<file path="src/rtl/rv32m_pkg.sv">
// Shared definitions for the RV32M multiply sequencer.
//   - mul_op_e : funct3[1:0] encodings of the four multiply ops
//   - state_e  : sequencer states
//   - sizing constants for the radix-4 Booth datapath
package rv32m_pkg;

  localparam int unsigned XLEN   = 32;
  localparam int unsigned PROD_W = 64;
  // 34-bit extended multiplier plus the implicit m[-1] bit at position 0
  localparam int unsigned MEXT_W = 35;
  localparam int unsigned NUM_PP = 17;

  typedef enum logic [1:0] {
    OP_MUL    = 2'b00,
    OP_MULH   = 2'b01,
    OP_MULHSU = 2'b10,
    OP_MULHU  = 2'b11
  } mul_op_e;

  typedef enum logic [1:0] {
    IDLE = 2'b00,
    CALC = 2'b01,
    DONE = 2'b10
  } state_e;

endpackage

</file>
<file path="src/rtl/rv32m_booth_digit.sv">
// Radix-4 Booth partial-product generator (combinational).
//   triplet_i : {m[2i+1], m[2i], m[2i-1]}
//   x_i       : 64-bit extended multiplicand
//   idx_i     : digit index i (0..16)
//   pp_c      : digit_i * X << 2i, mod 2^64
module rv32m_booth_digit
  import rv32m_pkg::*;
(
  input  logic [2:0]        triplet_i,
  input  logic [PROD_W-1:0] x_i,
  input  logic [4:0]        idx_i,
  output logic [PROD_W-1:0] pp_c
);

  logic [PROD_W-1:0] mag;
  logic              neg;
  logic [PROD_W-1:0] sgn_mag;

  // Booth recoding: magnitude selection and sign
  always_comb begin
    mag = '0;
    neg = 1'b0;
    case (triplet_i)
      3'b001, 3'b010: mag = x_i;
      3'b011:         mag = x_i << 1;
      3'b100: begin
        mag = x_i << 1;
        neg = 1'b1;
      end
      3'b101, 3'b110: begin
        mag = x_i;
        neg = 1'b1;
      end
      default:        mag = '0;
    endcase
    sgn_mag = neg ? (~mag + PROD_W'(1)) : mag;
    pp_c    = sgn_mag << {idx_i, 1'b0};
  end

endmodule

</file>
<file path="src/rtl/rv32m_mul_seq.sv">
// Multi-cycle RV32M multiply sequencer (MUL/MULH/MULHSU/MULHU).
// Accepts an op over in_valid/in_ready, accumulates PP_PER_CYCLE Booth
// partial products per CALC cycle into a 64-bit accumulator, and returns
// the selected product half with its tag over out_valid/out_ready.
//   in_*  : request channel (op, rs1 multiplicand, rs2 multiplier, tag)
//   out_* : result channel (32-bit result, tag)
//   busy  : state != IDLE
//   flush : kills any in-flight op and blocks a same-cycle accept
module rv32m_mul_seq
  import rv32m_pkg::*;
#(
  parameter int unsigned PP_PER_CYCLE = 4,
  parameter int unsigned TAG_W        = 5
) (
  input  logic             clk,
  input  logic             rst_n,
  input  logic             in_valid,
  output logic             in_ready,
  input  logic [1:0]       in_op,
  input  logic [XLEN-1:0]  in_rs1,
  input  logic [XLEN-1:0]  in_rs2,
  input  logic [TAG_W-1:0] in_tag,
  output logic             out_valid,
  input  logic             out_ready,
  output logic [XLEN-1:0]  out_result,
  output logic [TAG_W-1:0] out_tag,
  output logic             busy,
  input  logic             flush
);

  localparam int unsigned CNT_W = 6;

  state_e              state_q, state_d;
  mul_op_e             op_q, op_d;
  logic [PROD_W-1:0]   x_q, x_d;
  logic [MEXT_W-1:0]   m_q, m_d;
  logic [PROD_W-1:0]   acc_q, acc_d;
  logic [CNT_W-1:0]    cnt_q, cnt_d;
  logic                in_ready_q, in_ready_d;
  logic                busy_q, busy_d;
  logic                out_valid_q, out_valid_d;
  logic [XLEN-1:0]     out_result_q, out_result_d;
  logic [TAG_W-1:0]    out_tag_q, out_tag_d;

  logic [PROD_W-1:0]   pp_c [PP_PER_CYCLE];
  logic [PROD_W-1:0]   pp_sum_c;
  logic [PROD_W-1:0]   acc_sum_c;
  logic                last_c;
  logic                rs1_signed_c;
  logic                rs2_signed_c;

  // One Booth lane per partial product handled this cycle; lanes past
  // digit 16 contribute zero.
  for (genvar g = 0; g < PP_PER_CYCLE; g++) begin : g_pp
    logic [CNT_W-1:0]  idx;
    logic              in_range;
    logic [4:0]        idx_sel;
    logic [2:0]        triplet;
    logic [PROD_W-1:0] pp_raw;

    assign idx      = cnt_q + CNT_W'(g);
    assign in_range = (idx < CNT_W'(NUM_PP));
    assign idx_sel  = in_range ? idx[4:0] : 5'd0;
    assign triplet  = 3'(m_q >> {idx_sel, 1'b0});

    rv32m_booth_digit u_digit (
      .triplet_i (triplet),
      .x_i       (x_q),
      .idx_i     (idx_sel),
      .pp_c      (pp_raw)
    );

    assign pp_c[g] = in_range ? pp_raw : '0;
  end

  // Sum of this cycle's partial products, added onto the accumulator
  always_comb begin
    pp_sum_c = '0;
    for (int unsigned k = 0; k < PP_PER_CYCLE; k++) begin
      pp_sum_c = pp_sum_c + pp_c[k];
    end
    acc_sum_c = acc_q + pp_sum_c;
    last_c    = ((cnt_q + CNT_W'(PP_PER_CYCLE)) >= CNT_W'(NUM_PP));
  end

  assign rs1_signed_c = (in_op == OP_MULH) || (in_op == OP_MULHSU);
  assign rs2_signed_c = (in_op == OP_MULH);

  // Next-state and registered-output logic
  always_comb begin
    state_d      = state_q;
    op_d         = op_q;
    x_d          = x_q;
    m_d          = m_q;
    acc_d        = acc_q;
    cnt_d        = cnt_q;
    out_valid_d  = out_valid_q;
    out_result_d = out_result_q;
    out_tag_d    = out_tag_q;

    case (state_q)
      IDLE: begin
        if (in_valid && !flush) begin
          op_d      = mul_op_e'(in_op);
          x_d       = {{XLEN{rs1_signed_c & in_rs1[XLEN-1]}}, in_rs1};
          m_d       = {{2{rs2_signed_c & in_rs2[XLEN-1]}}, in_rs2, 1'b0};
          acc_d     = '0;
          cnt_d     = '0;
          out_tag_d = in_tag;
          // A zero operand skips the Booth passes entirely
          if ((in_rs1 == '0) || (in_rs2 == '0)) begin
            state_d      = DONE;
            out_valid_d  = 1'b1;
            out_result_d = '0;
          end else begin
            state_d = CALC;
          end
        end
      end
      CALC: begin
        if (flush) begin
          state_d     = IDLE;
          out_valid_d = 1'b0;
        end else begin
          acc_d = acc_sum_c;
          cnt_d = cnt_q + CNT_W'(PP_PER_CYCLE);
          if (last_c) begin
            state_d      = DONE;
            out_valid_d  = 1'b1;
            out_result_d = (op_q == OP_MUL) ? acc_sum_c[XLEN-1:0]
                                            : acc_sum_c[PROD_W-1:XLEN];
          end
        end
      end
      DONE: begin
        if (flush || out_ready) begin
          state_d     = IDLE;
          out_valid_d = 1'b0;
        end
      end
      default: begin
        state_d     = IDLE;
        out_valid_d = 1'b0;
      end
    endcase

    in_ready_d = (state_d == IDLE);
    busy_d     = (state_d != IDLE);
  end

  // State and datapath registers
  always_ff @(posedge clk or negedge rst_n) begin
    if (!rst_n) begin
      state_q      <= IDLE;
      op_q         <= OP_MUL;
      x_q          <= '0;
      m_q          <= '0;
      acc_q        <= '0;
      cnt_q        <= '0;
      in_ready_q   <= 1'b1;
      busy_q       <= 1'b0;
      out_valid_q  <= 1'b0;
      out_result_q <= '0;
      out_tag_q    <= '0;
    end else begin
      state_q      <= state_d;
      op_q         <= op_d;
      x_q          <= x_d;
      m_q          <= m_d;
      acc_q        <= acc_d;
      cnt_q        <= cnt_d;
      in_ready_q   <= in_ready_d;
      busy_q       <= busy_d;
      out_valid_q  <= out_valid_d;
      out_result_q <= out_result_d;
      out_tag_q    <= out_tag_d;
    end
  end

  assign in_ready   = in_ready_q;
  assign busy       = busy_q;
  assign out_valid  = out_valid_q;
  assign out_result = out_result_q;
  assign out_tag    = out_tag_q;

endmodule

</file>
<file path="config.mk">
export PLATFORM = sky130hd
export DESIGN_NAME = rv32m_mul_seq
export DESIGN_NICKNAME = d
export VERILOG_FILES = /design/src/rtl/rv32m_pkg.sv /design/src/rtl/rv32m_booth_digit.sv /design/src/rtl/rv32m_mul_seq.sv
export SDC_FILE = /design/constraint.sdc
export NUM_CORES = 1
export LEC_CHECK = 0
export ABC_AREA = 1
export CAP_MARGIN = 20
export CORE_UTILIZATION = 27
export DETAILED_ROUTE_END_ITERATION = 7
export DONT_BUFFER_PORTS = 1
export MAX_ROUTING_LAYER = met4
export PLACE_DENSITY_LB_ADDON = 0.1
export SLEW_MARGIN = 20
export SYNTH_ARGS = -nofsm -noshare
export SYNTH_HDL_FRONTEND = slang
export SYNTH_HIERARCHICAL = 1
export SYNTH_SLANG_ARGS = --single-unit
export TNS_END_PERCENT = 5
</file>
<file path="constraint.sdc">
create_clock -name clk -period 16.3 [get_ports clk]
set_input_delay 1.63 -clock clk [delete_from_list [all_inputs] [get_ports clk]]
set_output_delay 1.63 -clock clk [all_outputs]
set_load 0.05 [all_outputs]
</file>
==> results.md <==
- R2R setup slack: 5.17 ns
- Worst-Margin Slew: 1.20 ns
- Critical path fanouts, max: 63
- Global Route met2 Usage: 49.6%
- Final worst slack: about 5.2 ns
- Antenna Nets Post-Route: 0
- Worst Setup Start Kind: flip-flop
- Clock Skew: 0.0353 ns
- Die height: 423 um
- Fin crit share: 68.3%
- HP Start: m_q[7]$_DFFE_PN0P_
- GPL Wtd Cong: between 1 and 1.5
- Worst-path clk slew: 0.09 ns
- Total core area: 176000 um2
- Slew Limit Headroom: around a fifth
- Vias in the first global route: 55.4k
- Synth area leaders: nand2_1 (27%), nand3_1 (17%), inv_1 (9.6%)
- Post-Syn Area: 48000 um2
- TritonCTS clock tree: yes
- Hold Crit Endpoint: m_q[7]$_DFFE_PN0P_
- Die Area: 179000 um2
- Initial Utilization: 27.2%
- Via count: 58.4k
- Top-area cell type share of the netlist area: 27.2%
- Cell accounting for the most synthesized area: nand2_1
- Max Freq: 89.8 MHz
- Post-synth ARST share: 100%
- 1st-iter DRT viols: 5968
- DRC viols: 0
- Max stage delay on crit path: roughly 0.70 ns
- Worst path slowest cell: a311oi_1
- Synth Instances: 9222
- GR Layer Usage met1: approximately two fifths
- Via/cell ratio: 5.18
- Slew Viols, Final: 0
- Commonest cells post-synth: nand2_1 (3476), nand3_1 (1640), inv_1 (1225)
- Top-level I/O count: 116
- Most numerous cell in the Yosys netlist: nand2_1
- Arr. time, crit path: about 12 ns
- Register area share after synthesis: under 10%
- Unique masters post-synth: 58
- R2r worst-path depth: 47
- Clk root buf: clkbuf_16
- Worst-Skew Late Latency: 0.56 ns
- Min Clock Period, post-route: between 10 and 15 ns
- WP data required: 16.70 ns
- Crit path top cell by count: nand2_1
- Overall Global Routing Usage: 30.8%
- Status: completed
- Post-synthesis area per instance: ~5.2 um2
- Setup bufs post-CTS: 0
- EDFF count, synth: 0
- Number of gates resized after CTS: 0
- Worst R2R End: acc_q[45]$_DFFE_PN0P_
- Setup TNS: 0 ns
- Worst Setup End Kind: flip-flop
- Antenna violations before repair: 7
- Synth Register Bits: approximately 180
- Hold buffers post-CTS: 0
- Pin count of the biggest net entering global routing: 179
- Syn-to-layout area delta: 5.02%
- CTS Buf Count: 17
- Drt first pass iters: 6
- Clock Sinks: 178
- Hold path depth: 2
- Setup WS pre-CTS: 5.33 ns
- Layout cells sized above 1: 6.02%
- RSZ-0062 raised after global routing: false
- Post-DR wirelength/cell: between 20 and 25 um
- Yosys synthesis warning count: 6
- Finish-stage setup viols: 0
- DRT Wirelength: 273000 um
- Hold Path Class: reg -> reg
- Width of the chip: between 400 and 500 um
- WS Path Type: reg -> reg
- Most used flip-flop cell after synthesis: dfrtp_1
- Met3 Resource Use GR: 2.53%
- FF-to-FF Start: cnt_q[2]$_DFFE_PN0P_
- First-pass GRT wire length: approximately 390000 um
- H-tree depth: 4
- Nets@finish: approximately 9.3k
- FP Rows: 154
- Port buffer count: 0
- Hpwl dp: 226000 um
- Total congestion overflow: 0
- Most Used Layer, Global Route: met2
- CTS max path bufs: 2
- Hold Fails Final Rpt: 0
- MaxCap Viol Count: 0
## flip-flops by register name, indices dropped and copies added, names as in the netlist
name / count
state_q: 2
in_ready: 1
busy: 1
cnt_q: 4
x_q: 33
op_q: 2
m_q: 33
acc_q: 64
out_tag: 5
out_result: 32
out_valid: 1
## layout by cell type, fill, tap and decap left out, types with 18 or more instances in the layout
master / netlist / layout
nand2_1: 3476 / 3476
nand3_1: 1640 / 1640
inv_1: 1225 / 1219
nor2_1: 745 / 735
o21ai_0: 205 / 205
fa_1: 188 / 188
dfrtp_1: 177 / 176
o21ai_1: 150 / 150
nand2_2: 123 / 122
nor2_2: 113 / 111
a21oi_1: 95 / 95
nand4_1: 94 / 94
ha_1: 89 / 85
nor3_1: 75 / 75
buf_4: 11 / 73
xor2_1: 64 / 64
nor2_4: 34 / 46
inv_2: 25 / 30
nand2_4: 28 / 29
o21ai_2: 28 / 28
o22ai_1: 24 / 24
o211ai_1: 20 / 20
xnor2_1: 19 / 19
nand3_2: 18 / 18
## worst max path at each step
stage	start	slack (ns)	cells past startpoint	endpoint
2_1_floorplan	x_q[32]$_DFFE_PN0P_	7.58	31	out_result[21]$_DFFE_PN0P_
3_3_place_gp	cnt_q[2]$_DFFE_PN0P_	5.35	47	out_result[18]$_DFFE_PN0P_
3_5_place_dp	cnt_q[2]$_DFFE_PN0P_	5.33	43	acc_q[34]$_DFFE_PN0P_
4_1_cts	cnt_q[2]$_DFFE_PN0P_	5.34	44	out_result[18]$_DFFE_PN0P_
5_1_grt	cnt_q[2]$_DFFE_PN0P_	4.54	50	out_result[22]$_DFFE_PN0P_
6_report	cnt_q[2]$_DFFE_PN0P_	5.17	47	acc_q[45]$_DFFE_PN0P_
## per-layer routing
metal  vias to the layer above  routed length [um]
li1                      28300                   -
met1                     28000              123000
met2                      1824              126000
met3                       284               13300
met4                         0               10900
met5                         -                   0
## per-stage QoR
stage | instances | hold WS, ns | instance area, um2 | util [%]
floorplan | 9227 | 0.442 | 48000 | -
global placement | 11200 | 0.461 | 49800 | 28.2
detailed placement | 11200 | 0.467 | 49800 | 28.2
CTS | 11300 | 0.486 | 50400 | 28.6
global route | 11300 | 0.500 | 50400 | 28.6
finish | 11300 | 0.484 | 50400 | 28.6
## kinds of logic (layout without fill, tap and decap cells)
family / count (synthesis) / in the layout / share of synthesized area [%]
buffers and inverters: 1679 / 1375 / 13.8
adder cells (fa/ha/maj): 277 / 277 / 10.2
AND/OR/NAND/NOR: 6399 / 6399 / 57.9
flip-flops: 178 / 178 / 9.29
other: 1 / 11 / 0.00782
multiplexers: 9 / 9 / 0.188
AO/OA/AOI/OAI: 596 / 596 / 7.13
XOR/XNOR: 83 / 83 / 1.52
## layout make-up
| type | instances | area (um2) |
|---|---|---|
| diodes | 5 | 12.5 |
| multi-input cells | 7370 | 37000 |
| clock buffers | 18 | 429 |
| well taps | 2340 | 2930 |
| repair buffers | 75 | 588 |
| inverters | 1268 | 4770 |
| fillers | 20800 | 126000 |
| clock inverters | 14 | 155 |
| flip-flops and latches | 178 | 4460 |
## worst max-delay path: cells and delay by family, from the launching register on
kind	cells	cell delay, ns
simple gates	26	3.73
fa+ha+maj	7	2.99
buf+inv	10	2.18
compound gates	4	1.32
flops	1	0.68
Power is left out: the tool's default activity adds up to more than one toggle a clock period on the data nets, which glitch-free logic cannot reach.
